### src/rtl/mem_arbiter.sv
// Byte-wide RAM port sequencer shared by the icache miss path and the load/store buffer.
// Splits 1/2/4-byte accesses into per-byte RAM cycles, arbitrates round-robin, and handles IO stalls and flushes.
module mem_arbiter #(
  parameter logic [1:0] IO_HI = 2'b11
) (
  input  logic        clk,
  input  logic        rst,
  input  logic        rdy,
  input  logic        flush,
  input  logic        inst_miss,
  input  logic [31:0] inst_addr,
  output logic        inst_rdy,
  output logic [31:0] inst_data,
  input  logic        lsb_req,
  input  logic        lsb_wr,
  input  logic [1:0]  lsb_size,
  input  logic [31:0] lsb_addr,
  input  logic [31:0] lsb_wdata,
  output logic        lsb_done,
  output logic [31:0] lsb_rdata,
  input  logic [7:0]  mem_din,
  output logic [7:0]  mem_dout,
  output logic [31:0] mem_a,
  output logic        mem_wr,
  input  logic        io_buffer_full
);

  typedef enum logic [1:0] {IDLE, IFETCH, LOAD, STORE} state_t;
  typedef enum logic {GRANT_INST, GRANT_LSB} grant_t;

  state_t      state_q, state_d;
  grant_t      last_q, last_d;
  logic [2:0]  k_q, k_d;
  logic [2:0]  len_q, len_d;
  logic [31:0] base_q, base_d;
  logic [31:0] wdata_q, wdata_d;
  logic [31:0] data_q, data_d;
  logic        io_q, io_d;
  logic        inst_rdy_q, inst_rdy_d;
  logic        lsb_done_q, lsb_done_d;
  logic [31:0] a_live, a_hold_q;
  logic        wr_live;
  logic        stall;
  logic        avail_inst, avail_lsb, pick_lsb;
  logic [1:0]  lane;

  assign stall = io_q & io_buffer_full;
  // Byte on mem_din belongs to the address of the previous cycle, i.e. lane k-1.
  assign lane  = k_q[1:0] - 2'd1;

  // A requester whose done pulse is visible this cycle has already been served.
  assign avail_inst = inst_miss & ~inst_rdy_q;
  assign avail_lsb  = lsb_req & ~lsb_done_q;
  assign pick_lsb   = avail_lsb & (~avail_inst | (last_q == GRANT_INST));

  always_comb begin
    // NOTE: every output of a combinational block gets a default first; a missed branch would otherwise infer a latch.
    a_live   = '0;
    wr_live  = 1'b0;
    mem_dout = '0;
    case (state_q)
      IFETCH, LOAD: begin
        if (k_q < len_q) a_live = base_q + {29'd0, k_q};
      end
      STORE: begin
        a_live   = base_q + {29'd0, k_q};
        wr_live  = ~stall;
        mem_dout = wdata_q[8*k_q[1:0] +: 8];
      end
      default: ;
    endcase
  end

  // While frozen, the RAM keeps seeing the last active address, so the byte it returns is still the one owed.
  assign mem_a     = rdy ? a_live : a_hold_q;
  assign mem_wr    = rdy & wr_live;
  assign inst_rdy  = inst_rdy_q;
  assign lsb_done  = lsb_done_q;
  assign inst_data = data_q;
  assign lsb_rdata = data_q;

  always_comb begin
    state_d    = state_q;
    last_d     = last_q;
    k_d        = k_q;
    len_d      = len_q;
    base_d     = base_q;
    wdata_d    = wdata_q;
    data_d     = data_q;
    io_d       = io_q;
    inst_rdy_d = 1'b0;
    lsb_done_d = 1'b0;
    case (state_q)
      IDLE: begin
        if (!flush && (avail_inst || avail_lsb)) begin
          k_d    = '0;
          data_d = '0;
          if (pick_lsb) begin
            last_d  = GRANT_LSB;
            base_d  = lsb_addr;
            wdata_d = lsb_wdata;
            io_d    = (lsb_addr[17:16] == IO_HI);
            state_d = lsb_wr ? STORE : LOAD;
            case (lsb_size)
              2'd0:    len_d = 3'd1;
              2'd1:    len_d = 3'd2;
              default: len_d = 3'd4;
            endcase
          end else begin
            last_d  = GRANT_INST;
            base_d  = inst_addr;
            io_d    = 1'b0;
            len_d   = 3'd4;
            state_d = IFETCH;
          end
        end
      end
      IFETCH, LOAD: begin
        // IO reads have side effects, so once started they run to completion.
        if (flush && !(state_q == LOAD && io_q)) begin
          state_d = IDLE;
          data_d  = '0;
        end else begin
          if (k_q != 3'd0) data_d[8*lane +: 8] = mem_din;
          if (k_q == len_q) begin
            state_d = IDLE;
            if (state_q == IFETCH) inst_rdy_d = 1'b1;
            else                   lsb_done_d = 1'b1;
          end else begin
            k_d = k_q + 3'd1;
          end
        end
      end
      STORE: begin
        if (!stall) begin
          if (k_q == len_q - 3'd1) begin
            state_d    = IDLE;
            lsb_done_d = 1'b1;
          end else begin
            k_d = k_q + 3'd1;
          end
        end
      end
      default: state_d = IDLE;
    endcase
  end

  always_ff @(posedge clk or negedge rst) begin
    // NOTE: sequential state uses non-blocking assignments so every register samples pre-edge values.
    if (!rst) begin
      state_q    <= IDLE;
      last_q     <= GRANT_LSB;
      k_q        <= '0;
      len_q      <= '0;
      base_q     <= '0;
      wdata_q    <= '0;
      data_q     <= '0;
      io_q       <= 1'b0;
      inst_rdy_q <= 1'b0;
      lsb_done_q <= 1'b0;
    end else if (rdy) begin
      state_q    <= state_d;
      last_q     <= last_d;
      k_q        <= k_d;
      len_q      <= len_d;
      base_q     <= base_d;
      wdata_q    <= wdata_d;
      data_q     <= data_d;
      io_q       <= io_d;
      inst_rdy_q <= inst_rdy_d;
      lsb_done_q <= lsb_done_d;
    end
  end

  always_ff @(posedge clk or negedge rst) begin
    if (!rst) a_hold_q <= '0;
    else      a_hold_q <= mem_a;
  end

endmodule

### config.mk
export PLATFORM = sky130hd
export DESIGN_NAME = mem_arbiter
export DESIGN_NICKNAME = d
export VERILOG_FILES = /design/src/rtl/mem_arbiter.sv
export SDC_FILE = /design/constraint.sdc
export NUM_CORES = 1
export LEC_CHECK = 0
export BUFFER_PORTS_ARGS = -buffer_cell sky130_fd_sc_hd__buf_4
export CORE_UTILIZATION = 56
export CTS_CLUSTER_DIAMETER = 60
export CTS_CLUSTER_SIZE = 12
export DETAILED_ROUTE_END_ITERATION = 16
export GPL_ROUTABILITY_DRIVEN = 0
export PLACE_DENSITY = 0.94
export SLEW_MARGIN = 20
export SYNTH_ARGS = -nofsm -noshare
export SYNTH_HDL_FRONTEND = slang
export SYNTH_SLANG_ARGS = --single-unit
### constraint.sdc
create_clock -name clk -period 4.7 [get_ports clk]
set_clock_uncertainty 0.05 [all_clocks]
set_input_delay 0.705 -clock clk [delete_from_list [all_inputs] [get_ports clk]]
set_output_delay 0.705 -clock clk [all_outputs]
set_load 0.02 [all_outputs]
**After elaboration in Yosys (flattened, before gate mapping)**

Index checks and enable logic that the tools add are counted.

- Register bits after elaboration: 140
- Latch bits: 0
- Memory bits (writable): 0
- Memory bits (read-only): 0
- Bits of input ports: 114
- Output and inout bits: 107
- Logic and storage cells: 101
- Memories kept: 0

- Add/subtract/negate cells: 5
- Multiply operators: 0
- Div/mod/pow operators: 0
- $lt $le $gt $ge: 1
- Equality and inequality tests: 15
- Shift-type cells: 3
- Mux-type cells: 39
- Bitwise gates (word level): 11
- Reductions and logical operators: 16

Operators with widths:

| kind | number |
|---|---|
| two-way mux 32 bit | 6 |
| one-hot mux 32 bit (2 select lines) | 2 |
| negation 5 -> 34 bit | 1 |
| variable shift 8 x 34 -> 32 bit, first input constant | 1 |
| variable part select 8 x 34 -> 32 bit | 1 |
| adder 32 x 3 -> 32 bit | 1 |
| bitwise mux 32 bit | 1 |
| variable part select 32 x 6 -> 8 bit | 1 |
| two-way mux 3 bit | 6 |
| two-way mux 1 bit | 13 |
| two-way mux 2 bit | 6 |
| inequality test 2 bit, second input constant | 6 |
| one-hot mux 3 bit (3 select lines) | 1 |
| two-way mux 8 bit | 1 |
| AND reduction 4 bit | 2 |
| == test 2 bit, second input constant | 3 |
| == test 3 bit | 2 |
| inequality test 3 bit, second input constant | 2 |
| one-hot mux 2 bit (3 select lines) | 1 |
| one-hot mux 3 bit (2 select lines) | 1 |
| AND reduction 6 bit | 1 |
| AND 1 bit | 5 |
| NOT 1 bit | 5 |
| AND reduction 5 bit | 1 |
| 15 further kinds | 20 |

**Depth between registers and ports, before layout**

- Depth after elaboration: 8
- Mapped depth: 10
- Depth with buffers taken out: 8

**Worst setup path after synthesis**

Ideal clock, no wire load.

- Path type: register to output
- Start: register k_q[1]
- End: output port mem_a[22]
- Data arrival time: 2.290 ns
- Required time: 3.945 ns
- Setup slack: 1.655 ns
- Stages on the path, launching flop included: 10
- Path buffers: 2
- Cell sequence: dfrtp_1 > buf_2 > inv_1 > fa_1 > nor2b_1 > o2111ai_2 > buf_6 > nor3_1 > xnor2_1 > o2bb2ai_1

- Word-level cells in the longest chain between the ends: 4

RTL lines:

| element | line | RTL |
|---|---|---|
| start, declared | 33 | `logic [2:0] k_q, k_d;` |
| start signal, assigned | 164 | `k_q <= k_d;` |
| adder 32 x 3 -> 32 bit or less-than comparator 3 bit (tied branches) | 63, 66 |  |
| two-way mux 32 bit | 63 | `if (k_q < len_q) a_live = base_q + {29'd0, k_q};` |
| one-hot mux 32 bit (2 select lines) * | 61 | `case (state_q)` |
| two-way mux 32 bit * | 75 | `assign mem_a = rdy ? a_live : a_hold_q;` |
| end, declared | 23 | `output logic [31:0] mem_a,` |

Every way passes the cells marked *; elsewhere a longest branch is shown, timed or not.

**Worst setup path in the final report**

- Start: register k_q[1]
- End: output port mem_a[26]

Same word-level chain as after synthesis.

==> results.sh <==
export IMPL_outcome="complete, no violations"
export IMPL_start_util=0.583
export IMPL_final_period_utilization=0.899
export IMPL_critical_path_arrival_ns=3.47
export IMPL_vias_per_cell=5.56
export IMPL_synth_compound_area_frac=0.112
export IMPL_rsz0062_at_grt="false"
export IMPL_p_seq_frac=0.359
export IMPL_hold_path_class="in -> async"
export IMPL_vias=6043
export IMPL_fp_dieH_um=117
export IMPL_synth_mux_area_frac=0.0985
export IMPL_synthAdderAreaFrac=0.0296
export IMPL_antenna_found_initial=0
export IMPL_num_rows=41
export IMPL_drt_first_pass_iters=5
export IMPL_relSlewSlack=0.279
export IMPL_layout_common_cells="225 x buf_4, 175 x nand2_1, 139 x dfrtp_1"
export IMPL_ys_types=61
export IMPL_routedWlPerCell_um=17.6
export IMPL_drt_wl_total_mm=19.1
export IMPL_cts_setup_buffers=0
export IMPL_ys_warnings_count=0
export IMPL_numPortBuffers=220
export IMPL_synthXorXnorAreaFrac=0.0376
export IMPL_fp_dieW_um=117
export IMPL_ys_ff_latch=140
export IMPL_clockBufferDepth=2
export IMPL_clock_fmax_mhz=237
export IMPL_clkSinkCount=140
export IMPL_combPwrFrac=0.399
export IMPL_grt_start_max_net_pins=117
export IMPL_p_leak_nw=4.77
export IMPL_synthCells=726
export IMPL_synth_edf_count=0
export IMPL_final_common_cell="buf_4"
export IMPL_async_flop_share=1.00
export IMPL_crit_path_start_kind="flip-flop"
export IMPL_critPathMaxFanout=14
export IMPL_drcViolationCount=0
export IMPL_insertedDiodeCount=0
export IMPL_hpwl_mm=13.4
export IMPL_clk_latency_ns=0.43
export IMPL_ios=221
export IMPL_rr_worst_depth=7
export IMPL_synth_top_family_by_area="simple AND/OR/NAND/NOR gates"
export IMPL_core_region_area_um2=12800
export IMPL_end_kind="primary output"
export IMPL_synth_simple_gate_area_frac=0.183
export IMPL_register_area_um2=3500
export IMPL_synth_flop_cell="dfrtp_1"
export IMPL_tightest_slew_ns=1.08
export IMPL_path_class="reg -> out"
export IMPL_drv_cap=0
export IMPL_irDropWorstVdd_mv=0.360
export IMPL_p_clk_frac=0.242
export IMPL_syn_area_um2=7450
export IMPL_synth_area_per_cell_um2=10.3
export IMPL_power_density_nw_per_um2=589
export IMPL_track_usage=0.290
export IMPL_maxSlewViolCount=0
export IMPL_grt_pass1_vias=6123
export IMPL_cts_made_buffers=17
export IMPL_root_buffer="clkbuf_16"
export IMPL_grt_overflow_total=0
export IMPL_fill_cells=862
export IMPL_ant_nets=0
export IMPL_grt_pass1_wl_mm=31.2
export IMPL_synth_fp_nets=857
export IMPL_multi_input_area_um2=3470
export IMPL_p_sw_frac=0.383
export IMPL_cts_tree="yes"
export IMPL_hold_viol_final=0
export IMPL_post_route_min_period_ns=4.23
export IMPL_clk_pin_slew_ns=0.06
export IMPL_cts_resized=0
export IMPL_fin_tns_setup_ns=0
export IMPL_internal_power_w=0.00348
export IMPL_drt_iter0_markers=431
export IMPL_drive_above_1_share=0.341
export IMPL_finalSetupViolCount=0
export IMPL_p_sw_w=0.00216
export IMPL_areaGrowthSynthToFinish_pct=28.6
export IMPL_final_util=0.750
export IMPL_synth_seq_area_share=0.471
export IMPL_design_die_area_um2=13800
export IMPL_cts_htree_levels=4
export IMPL_nNetsFinal=1032
export IMPL_ctsHoldBuffers=0
export IMPL_critPathRequiredTime_ns=3.94
per-layer routing:
metal  routed length, µm  part of all wire  track usage
met5                   0                 0            0
met4                 389             0.020        0.120
met3                1090             0.057       0.0671
met2                9780              0.51        0.493
met1                7830              0.41        0.354
path summary, 6_finish.rpt:
path | from | endpoint | slack [ns]
hold reg to reg | wdata_q[30]$_DFFE_PN0P_ | wdata_q[30]$_DFFE_PN0P_ | 0.42
hold / removal | rst | a_hold_q[29]$_DFF_PN0_ | 0.36
setup reg to reg | k_q[1]$_DFFE_PN0P_ | a_hold_q[26]$_DFF_PN0_ | 1.65
min in group clk | lsb_wdata[23] | wdata_q[23]$_DFFE_PN0P_ | 0.42
max in group asynchronous | rst | len_q[1]$_DFFE_PN0P_ | 3.35
setup / recovery | k_q[1]$_DFFE_PN0P_ | mem_a[26] | 0.47
power by group through the flow:
stage                     combinational (W)  clock (W)  sequential [W]
after floorplan                     0.00158          0         0.00194
after global placement              0.00215          0         0.00200
after detailed placement            0.00222          0         0.00203
after CTS                           0.00225    0.00138         0.00202
after global routing                0.00245    0.00143         0.00209
final                               0.00225    0.00136         0.00203
cells in the mapped netlist, drive strengths merged (3+ instances only):
cell type  count  area (µm²)
ha            16         200
mux2i         35         350
buf           52         364
nand2        175         657
nand4          8        80.1
nor4          10         148
xnor2         27         236
nand3          8        52.6
a21o           3        22.5
and4           5        48.8
a21oi          6        60.1
mux4           8         180
nor2          30         115
a32o          10         100
o2bb2ai       33         308
clkbuf        18        67.6
mux2          18         203
and2           9        56.3
o21ai         43         215
dfrtp        139        3480
nor2b          6        37.5
nand2b         4        25.0
xor2           5        43.8
nor3           6        35.0
inv           20        75.1
and3           7        43.8
critical path, cell delays in order, from the launching register on:
cell and delay [ns]:
dfrtp_1 0.72, inv_1 0.25, fa_1 0.51, nor2b_1 0.20
o2111ai_2 0.46, nor4_2 0.41, xnor2_1 0.11, o2bb2ai_1 0.19
buf_4 0.19
cell families (layout without fill, tap and decap cells):
kind of cell | after synthesis | after routing
adders and majority gates | 17 | 17
muxes | 61 | 61
buffers and inverters | 91 | 279
AOI/OAI and AO/OA | 109 | 109
DFF | 140 | 140
xor gates and xnor gates | 32 | 32
and+or+nand+nor | 276 | 276
stage by stage:
stage                     worst slack, ns  total power, W  area (µm²)  cells  hold slack [ns]
after floorplan                      1.65         0.00352        7450    726            0.359
after global placement               1.04         0.00415        8960   1054            0.404
after detailed placement            0.927         0.00424        8960   1054            0.408
after CTS                           0.451         0.00565        9580   1086            0.408
after global routing                0.203         0.00597        9580   1086            0.415
final                               0.474         0.00564        9580   1086            0.365
flip-flops by register name, summed over array words and instances (netlist names), 2 cells and up:
signal / count
inst_data: 32
len_q: 3
state_q: 2
a_hold_q: 32
k_q: 3
wdata_q: 32
base_q: 32
layout make-up:
type,instances,area share
Sequential cell,140,0.366
Multi-Input combinational cell,495,0.362
Timing Repair Buffer,226,0.178
Clock buffer,27,0.0556
Tap cell,172,0.0225
Inverter,21,0.00823
Clock inverter,5,0.00810
(Power assumes the default switching activity.)
